<file path="src/rtl/spi_slave_if.sv">
// SPI slave front end: deserialises 10-bit {opcode, payload} command frames and serialises RAM readback on MISO.
// Optional macro FRAME_PARITY_EN appends an odd-parity bit to every frame and adds the parity_err output.
module spi_slave_if #(
  parameter int DATA_WIDTH = 8
) (
  input  logic                  clk,
  input  logic                  rst_n,
  input  logic                  SS_n,
  input  logic                  MOSI,
  output logic                  MISO,
  output logic [DATA_WIDTH+1:0] rx_data,
  output logic                  rx_valid,
  input  logic [DATA_WIDTH-1:0] tx_data,
  input  logic                  tx_valid
`ifdef FRAME_PARITY_EN
  ,
  output logic                  parity_err
`endif
);

  localparam int W = DATA_WIDTH + 2;
`ifdef FRAME_PARITY_EN
  localparam int FB = W + 1;
`else
  localparam int FB = W;
`endif
  localparam int CW = $clog2(FB + 1);
  localparam int TW = $clog2(DATA_WIDTH);
  localparam logic [CW-1:0] WORD_END  = CW'(W);
  localparam logic [CW-1:0] FRAME_END = CW'(FB);

  typedef enum logic [2:0] {IDLE, CHK_CMD, WRITE, READ_ADD, READ_DATA} state_t;

  state_t          state, state_nxt;
  logic [CW-1:0]   cnt;
  logic [W-1:0]    shreg;
  logic            rd_addr_done;
  logic [DATA_WIDTH-1:0] tx_sh;
  logic [TW-1:0]   tx_left;
  logic            tx_busy, tx_done;

  logic            active, cnt_en, shift_en, frame_end, frame_ok, tx_load;
  logic [W-1:0]    word, word_fin;

  always_ff @(posedge clk) begin
    if (!rst_n) state <= IDLE;
    else        state <= state_nxt;
  end

  always_comb begin
    state_nxt = state;
    case (state)
      IDLE:    if (!SS_n) state_nxt = CHK_CMD;
      CHK_CMD: begin
        if (SS_n)              state_nxt = IDLE;
        else if (!MOSI)        state_nxt = WRITE;
        else if (rd_addr_done) state_nxt = READ_DATA;
        else                   state_nxt = READ_ADD;
      end
      default: if (SS_n) state_nxt = IDLE;
    endcase
  end

  always_comb begin
    active   = !SS_n && (state != IDLE);
    cnt_en   = active && (cnt < FRAME_END);
    shift_en = active && (cnt < WORD_END);
    word     = {shreg[W-2:0], MOSI};
`ifdef FRAME_PARITY_EN
    // Word is already complete in shreg; this edge samples the parity bit.
    frame_end = active && (cnt == WORD_END);
    frame_ok  = ^{shreg, MOSI};
    word_fin  = shreg;
`else
    frame_end = shift_en && (cnt == WORD_END - CW'(1));
    frame_ok  = 1'b1;
    word_fin  = word;
`endif
    tx_load = active && (state == READ_DATA) && (cnt == FRAME_END) &&
              !tx_busy && !tx_done && tx_valid;
  end

  always_ff @(posedge clk) begin
    if (!rst_n) begin
      cnt          <= '0;
      shreg        <= '0;
      rx_data      <= '0;
      rx_valid     <= 1'b0;
      rd_addr_done <= 1'b0;
      MISO         <= 1'b0;
      tx_sh        <= '0;
      tx_left      <= '0;
      tx_busy      <= 1'b0;
      tx_done      <= 1'b0;
`ifdef FRAME_PARITY_EN
      parity_err   <= 1'b0;
`endif
    end else begin
      rx_valid <= frame_end && frame_ok;
`ifdef FRAME_PARITY_EN
      parity_err <= frame_end && !frame_ok;
`endif
      if (shift_en) shreg <= word;
      if (frame_end && frame_ok) begin
        rx_data <= word_fin;
        if (state == READ_ADD)  rd_addr_done <= 1'b1;
        if (state == READ_DATA) rd_addr_done <= 1'b0;
      end
      if (SS_n || state == IDLE) cnt <= '0;
      else if (cnt_en)           cnt <= cnt + CW'(1);

      if (SS_n) begin
        MISO    <= 1'b0;
        tx_busy <= 1'b0;
        tx_done <= 1'b0;
      end else if (frame_end && !frame_ok && state == READ_DATA) begin
        // Rejected read-data frame: never wait for a reply.
        tx_done <= 1'b1;
        MISO    <= 1'b0;
      end else if (tx_load) begin
        MISO    <= tx_data[DATA_WIDTH-1];
        tx_sh   <= {tx_data[DATA_WIDTH-2:0], 1'b0};
        tx_left <= TW'(DATA_WIDTH - 1);
        tx_busy <= 1'b1;
      end else if (tx_busy) begin
        if (tx_left != '0) begin
          MISO    <= tx_sh[DATA_WIDTH-1];
          tx_sh   <= {tx_sh[DATA_WIDTH-2:0], 1'b0};
          tx_left <= tx_left - TW'(1);
        end else begin
          MISO    <= 1'b0;
          tx_busy <= 1'b0;
          tx_done <= 1'b1;
        end
      end else begin
        MISO <= 1'b0;
      end
    end
  end

endmodule

</file>
<file path="config.mk">
export PLATFORM = sky130hd
export DESIGN_NAME = spi_slave_if
export DESIGN_NICKNAME = d
export VERILOG_FILES = /design/src/rtl/spi_slave_if.sv
export SDC_FILE = /design/constraint.sdc
export NUM_CORES = 1
export LEC_CHECK = 0
export CAP_MARGIN = 20
export CORE_MARGIN = 2
export CORE_UTILIZATION = 40
export CTS_CLUSTER_SIZE = 14
export DETAILED_ROUTE_END_ITERATION = 6
export RECOVER_POWER = 25
export SLEW_MARGIN = 40
export SYNTH_ARGS = -nofsm -noshare
export SYNTH_HDL_FRONTEND = slang
export SYNTH_SLANG_ARGS = --single-unit
</file>
<file path="constraint.sdc">
create_clock -name clk -period 1.5 [get_ports clk]
set_input_delay 0.15 -clock clk [delete_from_list [all_inputs] [get_ports clk]]
set_output_delay 0.15 -clock clk [all_outputs]
set_load 0.02 [all_outputs]
</file>
==> flow_summary.toml, run 1 <==
[global_routing]
top_usage_layer = "met2"
grt_max_degree = 21
grt_usage_pct = 16.34
met1_usage_pct = 18.77
grt_first_pass_wirelength_um = 6368
use_met2_pct = 27.46
use_met3_pct = 5.233
grt_pass1_vias = 1486
antenna_found_initial = 0
grt_overflow_total = 0

[pwr]
p_seq_share_pct = 51.6
switching_share_pct = 21.78
combPwrFrac_pct = 6.9
leakage_uw = 0.0008939
netSwitchingPower_uw = 465.2
ir_drop_mv = 0.6416
powerDensity_nw_per_um2 = 868.0
power.share.clock_pct = 41.5
p_int_uw = 1671

[finish]
design_area_um2 = 2461
antenna_cells = 0
area_growth_pct = 42.95
final_layout_size_suffix_gt1_share_pct = 24.89
final_nets = 242

[hold_path]
min_path_cells = 2
hp-start = "tx_done$_SDFFE_PP0P_"
holdPathEnd = "tx_done$_SDFFE_PP0P_"
hp-class = "flip-flop to flip-flop"

[floorplanning]
initial_core_util_pct = 42.43
placementRows = 23
die_height_um = 69.61
die-area_um2 = 4845
coreArea_um2 = 4058
die_w_um = 69.61
ios = 25

[worst_setup_path]
crit_path_start_kind = "flip-flop"
crit_arrival_ns = 1.74
critPathKind = "flip-flop to flip-flop"
r2r_slack_ns = -0.05
critPathMaxFanout = 6
r2r-start = "cnt[1]$_SDFFE_PP0P_"
cp-end-kind = "flip-flop"
reg2reg_to = "rx_data[8]$_SDFFE_PN0P_"
cp.required_ns = 1.69
ff2ff_path_depth = 8

[logic_synthesis]
synth_edf_count = 0
syn_area_per_cell_um2 = 9.838
synth_seq_cells = 41
yosysUniqueCellTypes = 34
synthCells = 175
ys.flop_type = "dfxtp_1"
syn-num-nets = 193
syn-cell-area_um2 = 1722
ys_seq_area_share_pct = 47.67
ys_warn_count = 0
async_flop_share_pct = 0

[sta]
final.period_utilization_pct = 103.5
max_freq_mhz = 644.4
worstMarginPinSlew_ns = 0.3727
fin_ws_ns = -0.05192
slew_violations = 0
rsz0062_at_grt = "yes"
period_minus_slack_ns = 1.552
setup_viol = 16
max_slew_margin_pct = 75.02
fin_skew_ns = 0.007588
final_hold_viol_count = 0
hold_ws_ns = 0.4817

[routing]
ant_nets = 0
avgRoutedWirePerCell_um = 13.90
drtPass1Iterations = 4
vias = 1454
routed_wl_um = 3823
via_per_inst = 5.287
drc = 0
drt_iter0_markers = 40

[cts]
cts_max_path_buffers = 2
cts_tree = "done"
htreeDepth = 2
cts_root_buf = "clkbuf_8"
clock-sinks = 41
numCtsBuffers = 5
insertion_delay_ns = 0.29
path_clk_slew_ns = 0.08
cts_hold_buf = 0

[placement]
gp_congestion = 0.8144
portBuffers = 24
placed_area_um2 = 2182
dp.final_hpwl_um = 2592

[flow_run]
maxCapViolations = 0

[status]
status = "complete, but fails checks"
violations = "negative setup slack"
## synth_stat cells, drive strengths merged (2+ instances only)
library cell,instances,share of area (%)
a21oi,5,1.5
a31oi,4,1.5
a41oi,2,1.0
buf,3,1.2
clkbuf,5,1.1
dfxtp,41,48
ha,5,3.6
inv,7,1.5
mux2i,19,11
nand2,4,0.87
nand2b,3,1.1
nand3,4,1.5
nand4b,2,1.0
nor2,30,6.5
nor3,3,0.87
o2111a,6,3.9
o211a,3,1.7
o21ai,2,0.58
or3,14,5.2
xnor2,2,1.0
## per-layer routing
metal  part of all wire [%]  wire [µm]
met1                     46       1741
met2                     49       1892
met3                    4.3        165
met4                   0.63         24
met5                      0          0
## sequential cells by signal (all words and copies together), names as in the netlist
name and cells:
rx_data 10, shreg 9, tx_sh 7, cnt 4
state 3, tx_left 3, MISO 1, rd_addr_done 1
rx_valid 1, tx_busy 1, tx_done 1
## layout make-up
cell class | count | area (µm²)
repair buffers | 49 | 464.2
clock buffers | 6 | 72.57
well taps | 50 | 62.56
multi-input cells | 120 | 960.9
inverters | 7 | 38.79
flip-flops and latches | 41 | 823.3
fillers | 336 | 1597
clock inverters | 2 | 38.79
## power groups by stage
| stage | sequential (µW) | combinational (µW) | clock, µW |
|---|---|---|---|
| 6_report | 1100 | 147 | 887 |
| 5_1_grt | 1100 | 158 | 958 |
| 4_1_cts | 1100 | 137 | 917 |
| 3_5_place_dp | 1130 | 130 | 0 |
| 3_3_place_gp | 1130 | 129 | 0 |
| 2_1_floorplan | 1130 | 52.5 | 0 |
## cells by family (layout without fill, tap and decap cells)
logic type | Yosys count | count (layout) | synth area share (%)
and+or+nand+nor | 68 | 69 | 21.08
DFF | 41 | 41 | 47.67
AOI/OAI and AO/OA | 25 | 25 | 11.70
muxes | 19 | 19 | 11.05
buffers and inverters | 15 | 64 | 3.852
adders and majority gates | 5 | 5 | 3.634
xor gates and xnor gates | 2 | 2 | 1.018
## through the flow
stage                     power (µW)  setup TNS, ns  setup WS, ns  cells  util [%]
after global routing            2219         -2.151       -0.1314    275     60.65
final                           2136        -0.2391      -0.05192    275     60.65
after global placement          1254         -1.336       -0.1617    263     53.78
after CTS                       2155        -0.1337      -0.05014    274     58.03
after floorplan                 1178       -0.06606      -0.03303    175         -
after detailed placement        1256         -2.154       -0.1999    263     53.78
## worst max-delay path, cell delays in order (launching register included)
cell	delay [ns]
dfxtp_2	0.34
buf_12	0.13
clkinv_8	0.04
ha_4	0.13
nand4bb_4	0.14
nor3_4	0.23
buf_6	0.16
mux2i_1	0.20
nor2_1	0.07
## cells in the final DEF, fill, tap and decap left out, drive strengths merged, types with 6 or more instances in the layout
master and instances:
inv 6, or3 14, clkbuf 6, dfxtp 41, mux2i 19, clkdlybuf4s50 24, nor2 30, buf 25
o2111a 6
## timing repair
action	in CTS	in global routing
buffers inserted	2	1
pin swaps	5	9
gates resized for setup	10	18
setup endpoints to repair	21	33
gates cloned	1	0
## worst max path at each step
stage	from	end	slack [ns]
3_3_place_gp	tx_valid	tx_sh[4]$_SDFFE_PN0P_	-0.16
4_1_cts	cnt[1]$_SDFFE_PP0P_	rx_data[8]$_SDFFE_PN0P_	-0.05
6_report	cnt[1]$_SDFFE_PP0P_	rx_data[8]$_SDFFE_PN0P_	-0.05
2_1_floorplan	cnt[0]$_SDFFE_PP0P_	tx_sh[4]$_SDFFE_PN0P_	-0.03
5_1_grt	cnt[1]$_SDFFE_PP0P_	rx_data[0]$_SDFFE_PN0P_	-0.13
3_5_place_dp	tx_valid	tx_sh[4]$_SDFFE_PN0P_	-0.20
(Power assumes the default switching activity.)
==> run 2, diff against run 1 <==
--- a/config.mk
+++ b/config.mk
@@ -11,6 +11,7 @@
 export CTS_CLUSTER_SIZE = 14
 export DETAILED_ROUTE_END_ITERATION = 6
 export RECOVER_POWER = 25
+export SETUP_SLACK_MARGIN = 0.5
 export SLEW_MARGIN = 40
 export SYNTH_ARGS = -nofsm -noshare
 export SYNTH_HDL_FRONTEND = slang
==> flow_summary.toml, run 2 (synthesis results as in run 1) <==
[placement]
placed_area_um2 = 2231
dp.final_hpwl_um = 2735
gp_congestion = 0.8168
place.detailed.instances = 265
portBuffers = 24

[finish]
final_nets = 262
multi_input_area_um2 = 1013
final_cell_mix = "dfxtp_1, nor2_1, buf_4"
design_area_um2 = 2660
stdcell_count = 295
regMostFlops = "rx_data"
area_growth_pct = 54.51
largest_reg_flops = 10
mostFrequentLayoutCell = "dfxtp_1"
seqCellArea_um2 = 832.0
fin_util_pct = 65.56
final_layout_size_suffix_gt1_share_pct = 39.59
antenna_cells = 0
reg.largest.list = "rx_data: 10 flops, shreg: 9 flops, tx_sh: 7 flops"
fillers = 318

[pwr]
netSwitchingPower_uw = 481.6
powerDensity_nw_per_um2 = 757.8
power.share.clock_pct = 35.1
combPwrFrac_pct = 10.4
leakage_uw = 0.001031
switching_share_pct = 23.89
ir_drop_mv = 0.5307
p_int_uw = 1534
p_seq_share_pct = 54.4

[worst_setup_path]
crit_chain = "buf_6 > inv_4 > ha_4 > nand4bb_4 > nor3_4 > buf_4 > buf_16 > mux2i_1 > nor2_1"
ff2ff_path_depth = 9
cp.required_ns = 1.69
path_depth = 9
critPathMaxFanout = 6
cp-end-kind = "flip-flop"
cpMaxStageDelayCell = "dfxtp_2"
crit_arrival_ns = 1.75
crit_path_start_kind = "flip-flop"
crit_buf_inv = 4
critPathKind = "flip-flop to flip-flop"
cpPeakStageDelay_ns = 0.33
cpLargestDelayFamily = "buffers and inverters"

[global_routing]
grt_first_pass_wirelength_um = 7148
antenna_found_initial = 0
grt_usage_pct = 18.36
grt_overflow_total = 0
grt_max_degree = 16
use_met3_pct = 4.070
met1_usage_pct = 21.27
use_met2_pct = 32.69
top_usage_layer = "met2"
grt_pass1_vias = 1561

[cts]
htreeDepth = 2
clock-sinks = 41
cts_tree = "done"
numCtsBuffers = 5
cts_max_path_buffers = 2
path_clk_slew_ns = 0.08
insertion_delay_ns = 0.29
cts_root_buf = "clkbuf_8"

[routing]
routed_wl_um = 4408
via_per_inst = 5.258
drtPass1Iterations = 4
drc = 0
drt_iter0_markers = 101
vias = 1551
avgRoutedWirePerCell_um = 14.94
ant_nets = 0

[sta]
fin_ws_ns = -0.05529
slew_violations = 0
final.period_utilization_pct = 103.7
fin_skew_ns = 0.005123
final_hold_viol_count = 0
worstMarginPinSlew_ns = 0.2925
max_freq_mhz = 643.0
period_minus_slack_ns = 1.555
max_slew_margin_pct = 80.59
setup_viol = 18
rsz0062_at_grt = "yes"

[flow_run]
maxCapViolations = 0

[floorplanning]
initial_core_util_pct = 42.43
die_w_um = 69.61
placementRows = 23
coreArea_um2 = 4058
die_height_um = 69.61
ios = 25
die-area_um2 = 4845

[status]
status = "complete, but fails checks"
violations = "negative setup slack"

[hold_path]
hp-class = "flip-flop to flip-flop"
min_path_cells = 2
-- run 2: changes by cell type in the layout (fill, tap and decap cells not counted), sizes merged --
cell / previous run / this run
buf: 25 / 51
bufinv: 1 / 0
clkbuf: 6 / 12
clkdlybuf4s50: 24 / 12
inv: 6 / 8
nand3: 5 / 4
-- run 2: power groups by stage --
stage | registers [µW] | clock network (µW) | logic [µW]
floorplan | 1130 | 0 | 56.1
global placement | 1120 | 0 | 136
detailed placement | 1120 | 0 | 138
CTS | 1100 | 724 | 176
global route | 1100 | 775 | 225
finish | 1100 | 708 | 210
-- run 2: tightest hold or removal path, delay by kind of cell (launching register included) --
kind | cells | cell delay [ns]
DFF | 1 | 0.34
and+or+nand+nor | 1 | 0.07
AOI/OAI and AO/OA | 1 | 0.05
-- run 2: metal layers --
layer  wire (µm)  up-vias
met1        1938      754
met3         128        9
met4          78        0
met5           0        -
met2        2263       24
li1            -      764
-- run 2: metrics by stage --
step,setup slack [ns],setup TNS (ns),hold slack (ns),total power (µW)
after global routing,-0.1224,-1.936,0.5194,2099
after floorplan,0.03473,0,0.2972,1183
after CTS,-0.01422,-0.09590,0.4807,1998
final,-0.05529,-0.6963,0.4932,2016
after global placement,-0.2028,-1.704,0.4603,1258
after detailed placement,-0.3051,-3.010,0.4648,1261
-- run 2: timing repair --
item,4_1_cts,5_1_grt
hold buffers,0,0
gates cloned,2,0
resized for setup,84,18
setup buffers,14,6
setup endpoints to repair,49,41
pin swaps,12,10
-- run 2: layout make-up --
class | count | share of cell area, %
flip-flops and latches | 41 | 31.28
clock buffers | 5 | 2.587
well taps | 50 | 2.352
clock inverters | 3 | 0.6115
repair buffers | 70 | 23.99
multi-input cells | 119 | 38.10
inverters | 7 | 1.082
-- run 2: worst paths after layout --
kind | startpoint | to | slack [ns]
max | cnt[1]$_SDFFE_PP0P_ | rx_data[7]$_SDFFE_PN0P_ | -0.06
min | tx_done$_SDFFE_PP0P_ | tx_done$_SDFFE_PP0P_ | 0.49
min reg2reg | tx_done$_SDFFE_PP0P_ | tx_done$_SDFFE_PP0P_ | 0.49
max reg2reg | cnt[1]$_SDFFE_PP0P_ | rx_data[7]$_SDFFE_PN0P_ | -0.06
